File: src/rtl/debug_ctrl.sv
// debug_ctrl: host-driven pipeline debug controller.
// Accepts halt / resume / single-step / breakpoint / register-inject commands
// over a valid/ready channel, freezes the pipeline and overrides the
// register-file write port, and returns exactly one response per command.
module debug_ctrl #(
    parameter int STEP_W        = 16,
    parameter bit HALT_ON_RESET = 1'b0
) (
    input  logic        clk,
    input  logic        rst_n,
    input  logic        cmd_valid,
    output logic        cmd_ready,
    input  logic [2:0]  cmd_op,
    input  logic [4:0]  cmd_reg,
    input  logic [31:0] cmd_arg,
    output logic        rsp_valid,
    input  logic        rsp_ready,
    output logic        rsp_err,
    output logic [31:0] rsp_data,
    input  logic [31:0] pc_f,
    input  logic        pc_valid,
    output logic        stall,
    output logic        halted,
    output logic        bp_hit,
    output logic        dbg_we,
    output logic [4:0]  dbg_waddr,
    output logic [31:0] dbg_wdata
);
    typedef enum logic [1:0] {
        ST_RUN      = 2'd0,
        ST_HALTED   = 2'd1,
        ST_STEPPING = 2'd2
    } state_t;

    localparam state_t RESET_STATE = HALT_ON_RESET ? ST_HALTED : ST_RUN;

    localparam logic [2:0] OP_NOP    = 3'd0;
    localparam logic [2:0] OP_HALT   = 3'd1;
    localparam logic [2:0] OP_RESUME = 3'd2;
    localparam logic [2:0] OP_STEP   = 3'd3;
    localparam logic [2:0] OP_SET_BP = 3'd4;
    localparam logic [2:0] OP_CLR_BP = 3'd5;
    localparam logic [2:0] OP_WR_REG = 3'd6;

    localparam logic [STEP_W-1:0] STEP_ZERO = '0;
    localparam logic [STEP_W-1:0] STEP_ONE  = STEP_W'(1'b1);

    state_t              state_r;
    logic                rsp_valid_r;
    logic                rsp_err_r;
    logic [31:0]         rsp_data_r;
    logic                bp_hit_r;
    logic                dbg_we_r;
    logic [4:0]          dbg_waddr_r;
    logic [31:0]         dbg_wdata_r;
    logic                bp_en_r;
    logic [31:0]         bp_addr_r;
    logic [STEP_W-1:0]   step_cnt_r;   // cycles executed in the current step
    logic [STEP_W-1:0]   step_tgt_r;   // cycles requested by the host
    logic                skip_r;       // suppress the breakpoint on the first fetch after leaving HALTED

    logic                accept_s;
    logic                is_halted_s;
    logic                bp_match_s;
    logic [STEP_W-1:0]   step_arg_s;
    logic [STEP_W-1:0]   step_next_s;

    // Command handshake, breakpoint comparison and step-progress decode
    always_comb begin
        is_halted_s = (state_r == ST_HALTED);
        accept_s    = cmd_valid && !rsp_valid_r && (state_r != ST_STEPPING);
        step_arg_s  = cmd_arg[STEP_W-1:0];
        step_next_s = step_cnt_r + STEP_ONE;
        if (state_r != ST_HALTED) begin
            bp_match_s = bp_en_r && pc_valid && (pc_f == bp_addr_r) && !skip_r;
        end else begin
            bp_match_s = 1'b0;
        end
    end

    // Controller state, breakpoint, step progress and response registers
    always_ff @(posedge clk or negedge rst_n) begin
        if (!rst_n) begin
            state_r     <= RESET_STATE;
            rsp_valid_r <= 1'b0;
            rsp_err_r   <= 1'b0;
            rsp_data_r  <= 32'd0;
            bp_hit_r    <= 1'b0;
            dbg_we_r    <= 1'b0;
            dbg_waddr_r <= 5'd0;
            dbg_wdata_r <= 32'd0;
            bp_en_r     <= 1'b0;
            bp_addr_r   <= 32'd0;
            step_cnt_r  <= STEP_ZERO;
            step_tgt_r  <= STEP_ZERO;
            skip_r      <= 1'b0;
        end else begin
            bp_hit_r <= 1'b0;
            dbg_we_r <= 1'b0;

            if (rsp_valid_r && rsp_ready) begin
                rsp_valid_r <= 1'b0;
            end

            if (skip_r && pc_valid && (state_r != ST_HALTED)) begin
                skip_r <= 1'b0;
            end

            // A step ends on its last requested cycle or on a breakpoint;
            // either way the cycle just executed is counted.
            if (state_r == ST_STEPPING) begin
                step_cnt_r <= step_next_s;
                if (bp_match_s || (step_next_s == step_tgt_r)) begin
                    state_r     <= ST_HALTED;
                    rsp_valid_r <= 1'b1;
                    rsp_err_r   <= 1'b0;
                    rsp_data_r  <= 32'(step_next_s);
                end
            end

            if (bp_match_s) begin
                state_r  <= ST_HALTED;
                bp_hit_r <= 1'b1;
            end

            if (accept_s) begin
                rsp_valid_r <= 1'b1;
                rsp_err_r   <= 1'b0;
                rsp_data_r  <= 32'd0;
                case (cmd_op)
                    OP_NOP: begin
                        rsp_data_r <= {31'd0, is_halted_s};
                    end
                    OP_HALT: begin
                        state_r    <= ST_HALTED;
                        rsp_data_r <= pc_f;
                    end
                    OP_RESUME: begin
                        if (is_halted_s) begin
                            state_r <= ST_RUN;
                            skip_r  <= 1'b1;
                        end
                    end
                    OP_STEP: begin
                        if (is_halted_s && (step_arg_s != STEP_ZERO)) begin
                            state_r     <= ST_STEPPING;
                            skip_r      <= 1'b1;
                            step_cnt_r  <= STEP_ZERO;
                            step_tgt_r  <= step_arg_s;
                            rsp_valid_r <= 1'b0;   // response comes when the step finishes
                        end else begin
                            rsp_err_r <= 1'b1;
                        end
                    end
                    OP_SET_BP: begin
                        bp_en_r   <= 1'b1;
                        bp_addr_r <= cmd_arg;
                    end
                    OP_CLR_BP: begin
                        bp_en_r <= 1'b0;
                    end
                    OP_WR_REG: begin
                        if (is_halted_s && (cmd_reg != 5'd0)) begin
                            dbg_we_r    <= 1'b1;
                            dbg_waddr_r <= cmd_reg;
                            dbg_wdata_r <= cmd_arg;
                            rsp_data_r  <= cmd_arg;
                        end else begin
                            rsp_err_r <= 1'b1;
                        end
                    end
                    default: begin
                        rsp_err_r <= 1'b1;
                    end
                endcase
            end
        end
    end

    assign cmd_ready = !rsp_valid_r && (state_r != ST_STEPPING);
    assign stall     = (state_r == ST_HALTED);
    assign halted    = (state_r == ST_HALTED);
    assign rsp_valid = rsp_valid_r;
    assign rsp_err   = rsp_err_r;
    assign rsp_data  = rsp_data_r;
    assign bp_hit    = bp_hit_r;
    assign dbg_we    = dbg_we_r;
    assign dbg_waddr = dbg_waddr_r;
    assign dbg_wdata = dbg_wdata_r;

endmodule

File: config.mk
export PLATFORM = sky130hd
export DESIGN_NAME = debug_ctrl
export DESIGN_NICKNAME = d
export VERILOG_FILES = /design/src/rtl/debug_ctrl.sv
export SDC_FILE = /design/constraint.sdc
export NUM_CORES = 1
export LEC_CHECK = 0
export CAP_MARGIN = 20
export CELL_PAD_IN_SITES_DETAIL_PLACEMENT = 1
export CELL_PAD_IN_SITES_GLOBAL_PLACEMENT = 2
export CORE_ASPECT_RATIO = 0.5
export CORE_MARGIN = 2
export CORE_UTILIZATION = 33
export DETAILED_ROUTE_END_ITERATION = 10
export PLACE_DENSITY_LB_ADDON = 0.1
export SETUP_SLACK_MARGIN = 0.5
export SYNTH_ARGS = -nofsm -noshare
export SYNTH_HDL_FRONTEND = slang
export SYNTH_SLANG_ARGS = --single-unit
File: constraint.sdc
create_clock -name clk -period 4 [get_ports clk]
set_input_delay 1.2 -clock clk [delete_from_list [all_inputs] [get_ports clk]]
set_output_delay 1.2 -clock clk [all_outputs]
set_load 0.01 [all_outputs]
==> results of run 1 <==
-- final cells by class --
cell class                 instances  area (sq um)
tap                              300           375
timing repair buffer             197          1880
multi-input combinational        468          3760
sequential                       141          3530
clock inverter                    12           184
fill                            2347         11600
inverter                          15          56.3
clock buffer                      20           437
-- cell usage in the layout (no fill, tap or decap), types with 4 or more instances in the layout --
| master | count |
|---|---|
| sky130_fd_sc_hd__nand2b_1 | 6 |
| sky130_fd_sc_hd__or3_1 | 6 |
| sky130_fd_sc_hd__inv_1 | 15 |
| sky130_fd_sc_hd__a22oi_1 | 24 |
| sky130_fd_sc_hd__mux2_2 | 85 |
| sky130_fd_sc_hd__or4_1 | 6 |
| sky130_fd_sc_hd__o311a_1 | 6 |
| sky130_fd_sc_hd__a22o_1 | 7 |
| sky130_fd_sc_hd__xor2_1 | 23 |
| sky130_fd_sc_hd__a221oi_2 | 4 |
| sky130_fd_sc_hd__nand2_1 | 39 |
| sky130_fd_sc_hd__and3_1 | 5 |
| sky130_fd_sc_hd__nor2_1 | 40 |
| sky130_fd_sc_hd__a211oi_1 | 6 |
| sky130_fd_sc_hd__mux2i_1 | 4 |
| sky130_fd_sc_hd__nor2b_1 | 6 |
| sky130_fd_sc_hd__dfrtp_1 | 140 |
| sky130_fd_sc_hd__nand3_1 | 14 |
| sky130_fd_sc_hd__bufinv_16 | 4 |
| sky130_fd_sc_hd__buf_4 | 40 |
| sky130_fd_sc_hd__o2bb2ai_1 | 16 |
| sky130_fd_sc_hd__xnor2_1 | 43 |
| sky130_fd_sc_hd__dlygate4sd2_1 | 4 |
| sky130_fd_sc_hd__a21oi_1 | 20 |
| sky130_fd_sc_hd__clkdlybuf4s50_1 | 143 |
| sky130_fd_sc_hd__nand4_1 | 5 |
| sky130_fd_sc_hd__nor3_1 | 8 |
| sky130_fd_sc_hd__nor4_1 | 13 |
| sky130_fd_sc_hd__buf_6 | 4 |
| sky130_fd_sc_hd__o21ai_0 | 18 |
| sky130_fd_sc_hd__clkbuf_16 | 17 |
| sky130_fd_sc_hd__nor2_2 | 4 |
-- how the worst min path moves through the flow --
stage	slack [ns]	cells past startpoint	startpoint	to
after floorplan	0.44	2	skip_r	skip_r
after global placement	0.45	2	skip_r	skip_r
after detailed placement	0.47	2	skip_r	skip_r
after CTS	0.48	2	skip_r	skip_r
after global routing	0.50	2	skip_r	skip_r
final	0.48	2	skip_r	skip_r
-- power by group --
part	switching, mW	total [mW]	internal [mW]
clock	0.649	1.70	1.05
combinational	1.43	3.12	1.69
sequential	0.605	2.67	2.06
total	2.68	7.48	4.80
-- per-layer routing --
layer | GRT usage | up-vias | routed length (um)
met2 | 0.365 | 106 | 12100
met4 | 0.0557 | 0 | 167
li1 | - | 2754 | -
met3 | 0.0467 | 13 | 1160
met1 | 0.314 | 3090 | 12100
met5 | 0 | - | 0
-- repair_timing --
item,4_1_cts,5_1_grt
hold endpoints to repair,0,0
resized for setup,21,14
setup endpoints to repair,34,33
setup buffers,0,0
gates cloned,0,0
pin swaps,2,5
hold buffers,0,0
-- state kept, by name (all words and copies together) (netlist names) --
register / cells
dbg_wdata: 32
rsp_data: 32
bp_addr_r: 32
bp_hit: 1
dbg_we: 1
step_cnt_r: 16
rsp_err: 1
state_r: 2
step_tgt_r: 16
rsp_valid: 1
bp_en_r: 1
skip_r: 1
dbg_waddr: 5
-- worst max-delay path, cell delays in order --
cell and delay (ns):
sky130_fd_sc_hd__dlygate4sd2_1 0.28, sky130_fd_sc_hd__xor2_2 0.18, sky130_fd_sc_hd__or4_1 0.48, sky130_fd_sc_hd__or3b_4 0.39, sky130_fd_sc_hd__or4_4 0.57, sky130_fd_sc_hd__o21a_4 0.17
sky130_fd_sc_hd__or4_1 0.40, sky130_fd_sc_hd__o311a_1 0.14
-- logic make-up (layout without fill, tap and decap cells) --
group                      Yosys count  in the layout  share of synthesized area
and+or+nand+nor                    178            178                      0.131
DFF                                141            141                      0.478
AOI/OAI and AO/OA                  123            123                      0.125
muxes                               89             89                      0.135
xor gates and xnor gates            77             77                     0.0972
buffers and inverters               55            244                     0.0317
adders and majority gates            1              1                    0.00170
-- stage by stage --
stage          hold WS, ns   util  setup TNS, ns  instances  instance area [sq um]
2_1_floorplan        0.436      -              0        664                   7420
3_3_place_gp         0.449  0.436          -8.89       1120                   9500
3_5_place_dp         0.470  0.436          -9.75       1120                   9500
4_1_cts              0.484  0.467              0       1152                  10200
5_1_grt              0.502  0.469              0       1153                  10200
6_report             0.478  0.469              0       1153                  10200
==> results.md, run 1 <==
- Maximum number of pins on one net before global-route repair: 66
- Insertion delay to the later sink of the worst-skew pair: 0.44 ns
- Result of the run: finished clean
- Final GP Congestion: 0.790
- Residual antenna-violating net count after detailed routing: 0
- Flip-flop and latch count after synthesis: 141
- Worst Setup Slack, final: 0.520 ns
- CP endpoint: rsp_data[1]
- Area of the die: 0.0236 sq mm
- Kind of capture point of the worst setup path: register
- Number of CTS-inserted buffers: 17
- Aggregate global-route resource usage: 0.226
- Number of setup violations in the final report: 0
- Synth cell types: 64
- Critical path arrival: 3.80 ns
- Global-route wire length before repair: 39.3 mm
- Wire per inst: 22.2 um
- Max-slew violation total from the final report: 0
- Worst Path Required: 4.32 ns
- Biggest fanout along the worst timing path: 6
- Number of flops mapped to enable cells by yosys: 0
- Die Wd: 215 um
- Largest area contributor in the synthesized netlist: sky130_fd_sc_hd__dfrtp_1
- Syn Inst Count: 664
- FF-to-FF Start: step_cnt_r[1]
- # clock sinks: 141
- Setup repair after global routing missed its margin: no
- Final period utilization: 0.870
- Vias: 5963
- Clock transition time at the flip-flop clock pins of the worst setup and hold paths: 0.07 ns
- Number of nets in the final layout: 918
- CTS H-Tree Depth: 4
- Top area cells in the synthesized netlist: sky130_fd_sc_hd__dfrtp_1, sky130_fd_sc_hd__mux2_2, sky130_fd_sc_hd__xnor2_1, sky130_fd_sc_hd__xor2_1, sky130_fd_sc_hd__a22oi_1
- Count of TritonRoute iterations in the first routing pass: 5
- Clock root buffer: sky130_fd_sc_hd__clkbuf_16
- Area growth from synthesis to layout: 38.5%
- Worst r2r dst: rsp_data[1]
- Total Power: 7.48 mW
- MaxCap Viol Count: 0
- Warnings, synthesis: 0
- Share of flip-flops with an asynchronous set or reset: 1.00
- Minimum clock period: 3.48 ns
- Peak ir drop on the vdd network: 0.000242 V
- Post-DR vias/cell: 5.17
- Leftover overflow at the end of global routing: 0
- Std cell rows: 38
- HPWL Detailed: 19.3 mm
- Number of global-route vias before repair: 6478
- Setup Slack @ Placement: -0.351 ns
- Total Routed Length: 25.6 mm
- Top cell types by occurrence after synthesis: sky130_fd_sc_hd__dfrtp_1, sky130_fd_sc_hd__mux2_2, sky130_fd_sc_hd__xnor2_1
- Hold violation total from the final report: 0
- Static power due to leakage: 4.12 nW
- Die Ht: 110 um
- Share of cells above drive strength 1: 0.233
- Top Ports: 153
- Setup slack on the worst flop-to-flop path: 0.66 ns
- Core area: 0.0218 sq mm
- Fin Clk Skew: 0.0141 ns
- Top-area cell type share of the netlist area: 0.478
- Dominant synthesized flop cell: sky130_fd_sc_hd__dfrtp_1
- Crit path kind: input port to register
- Actual transition at the worst max-transition pin: 0.635 ns
- I/O Buffers: 152
- Sequential element share of the synthesized area: 0.478
- Clock tree from TritonCTS: built
- Worst R2R Path Depth: 9
- Launching element type of the critical path: input port
- P per Cell Area: 733 mW/mm^2
- Post-synthesis area per instance: 11.1 sq um
- Netlist area before placement: 0.00737 sq mm
- Peak clock frequency supported by timing: 0.287 GHz
- Antenna violations before repair: 0
- Number of nets in the synthesized netlist: 742
- Critical path origin: pc_f[9]
- Starting density of the core: 0.339
- Diode insertion count for antenna repair: 0
- Cell with the most instances after synthesis: sky130_fd_sc_hd__dfrtp_1
- Worst-case headroom to the max-slew limit: 0.577
- Drc violations: 0
- Hold crit path type: register to register
- DRC marker count from the first detailed-route iteration: 315
- Maximum count of clock buffers along a single path: 2
Note: power is estimated with default switching activity, not from simulation.
==> run 2: changes to the inputs <==
Settings changed: CORE_UTILIZATION 33 to 30.
Clock period 4 ns to 3.05 ns, I/O delays scaled along.
==> results.md, run 2 (synthesized netlist as in run 1, its figures left out) <==
- CTS H-Tree Depth: 4
- Post-DR vias/cell: 4.92
- Max stage delay on crit path: 0.58 ns
- Critical path origin: pc_f[5]
- I/O Buffers: 152
- Leading cell type in the layout, fill and taps excluded: sky130_fd_sc_hd__dfrtp_1
- Share of cells above drive strength 1: 0.333
- Number of CTS-inserted buffers: 17
- Area of the die: 0.0259 sq mm
- Wire per inst: 21.4 um
- Final period utilization: 1.05
- Top Ports: 153
- Number of setup violations in the final report: 31
- # clock sinks: 141
- Filler cell count: 2582
- Starting density of the core: 0.306
- Number of global-route vias before repair: 6672
- Aggregate global-route resource usage: 0.215
- Critical path arrival: 3.52 ns
- Total Power: 10.2 mW
- Number of nets in the final layout: 989
- Hold violation total from the final report: 0
- Placed cell area: 0.0101 sq mm
- Crit path kind: input port to register
- Worst-case headroom to the max-slew limit: 0.546
- Leftover overflow at the end of global routing: 0
- Instance count after placement with tap cells included: 1212
- DRC marker count from the first detailed-route iteration: 268
- Global-route wire length before repair: 40.8 mm
- Setup repair after global routing missed its margin: yes
- Critical-path cell list: buf_8 -> xor2_4 -> or4_1 -> or3b_4 -> or4_4 -> o21a_4 -> or4_4 -> o311a_1
- Clock root buffer: sky130_fd_sc_hd__clkbuf_16
- Actual transition at the worst max-transition pin: 0.682 ns
- Peak ir drop on the vdd network: 0.000396 V
- Die Wd: 226 um
- Result of the run: finished, violations left
- Static power due to leakage: 4.57 nW
- Count of TritonRoute iterations in the first routing pass: 4
- Hold crit path type: input port to asynchronous set/reset pin
- Insertion delay to the later sink of the worst-skew pair: 0.44 ns
- MaxCap Viol Count: 0
- Sw Pwr: 3.73 mW
- Final instance area: 0.0111 sq mm
- Clock transition time at the flip-flop clock pins of the worst setup and hold paths: 0.06 ns
- Max-slew violation total from the final report: 0
- P per Cell Area: 919 mW/mm^2
- Diode insertion count for antenna repair: 0
- Fraction of power spent switching nets: 0.365
- Launching element type of the critical path: input port
- Worst Path Required: 3.38 ns
- Kind of capture point of the worst setup path: register
- Core area: 0.0241 sq mm
- Maximum number of pins on one net before global-route repair: 70
- Final cell count without fillers: 1260
- Logic gate share of total power: 0.462
- Cell seen most often among critical-path stages: sky130_fd_sc_hd__or4_4
- HPWL Detailed: 19.6 mm
- Slowest cell on the critical path: sky130_fd_sc_hd__or4_4
- Minimum clock period: 3.19 ns
- Violated checks: negative setup slack
- Most frequent cells in the layout: sky130_fd_sc_hd__dfrtp_1, sky130_fd_sc_hd__clkdlybuf4s50_1, sky130_fd_sc_hd__buf_4
- Final GP Congestion: 0.861
- Die Ht: 115 um
- Worst Setup Slack, final: -0.142 ns
- Clock group share of total power: 0.199
- Fin Clk Skew: 0.00973 ns
- Clock tree from TritonCTS: built
- Internal power component: 6.48 mW
- Sequential fraction of design power: 0.339
- FF-to-FF Start: step_cnt_r[0]
- Total Routed Length: 27.0 mm
- Area growth from synthesis to layout: 50.5%
- Residual antenna-violating net count after detailed routing: 0
- Antenna violations before repair: 0
- Peak clock frequency supported by timing: 0.313 GHz
- Maximum count of clock buffers along a single path: 2
- Biggest fanout along the worst timing path: 6
- Std cell rows: 40
- Vias: 6204
- Drc violations: 0
-- run 2: worst paths after layout --
path / end / slack [ns] / cells past startpoint
hold reg to reg: skip_r / 0.50 / 2
min in group clk: skip_r / 0.50 / 2
hold / removal: dbg_wdata[28] / 0.48 / 1
setup reg to reg: rsp_data[2] / -0.01 / 11
setup / recovery: rsp_data[2] / -0.14 / 8
max in group asynchronous: step_cnt_r[11] / 1.84 / 2
-- run 2: area by class of cell --
cell class              instances  area (sq um)  share of cell area
multi-input cells             469          4000               0.360
flip-flops and latches        141          3530               0.318
repair buffers                267          2530               0.228
clock buffers                  20           447              0.0402
well taps                     336           420              0.0379
clock inverters                12           114              0.0103
inverters                      15          56.3             0.00507
-- run 2: routing by layer --
layer  GRT usage  up-vias  share of wire
met5           0        -              0
met4      0.0490        0         0.0075
met3      0.0503       16          0.032
met2       0.332       82           0.46
met1       0.305     3192           0.50
li1            -     2914              -
-- run 2: timing repair --
action,CTS,global route
pin swaps,16,14
gates cloned,1,3
setup endpoints to repair,86,97
hold buffers,0,0
gates resized for setup,68,32
setup buffers,7,5
-- run 2: power by group through the flow --
stage	Combinational (mW)	Clock (mW)	Sequential [mW]
2_1_floorplan	2.31	0	3.39
3_3_place_gp	4.40	0	3.41
3_5_place_dp	4.47	0	3.44
4_1_cts	4.62	2.10	3.46
5_1_grt	5.10	2.18	3.60
6_report	4.71	2.04	3.46
-- run 2: stage by stage --
stage / setup slack [ns] / utilization / hold WS (ns) / setup TNS, ns
detailed placement: -1.04 / 0.419 / 0.469 / -38.46
floorplan: -0.232 / - / 0.436 / -3.44
finish: -0.142 / 0.461 / 0.477 / -1.53
global placement: -0.967 / 0.419 / 0.449 / -37.01
CTS: -0.0947 / 0.452 / 0.494 / -0.287
global route: -0.163 / 0.461 / 0.510 / -2.59
-- run 2: critical path: cells and delay by family --
family	cells	cell delay (ns)
xor+xnor	1	0.18
buf+inv	1	0.11
simple gates	4	2.01
compound gates	2	0.30
==> run 3: changes to the inputs <==
Settings changed: CAP_MARGIN 20 to 10.
==> results of run 3 <==
Same layout as run 2: the final DEF is identical, and so are final timing and power.
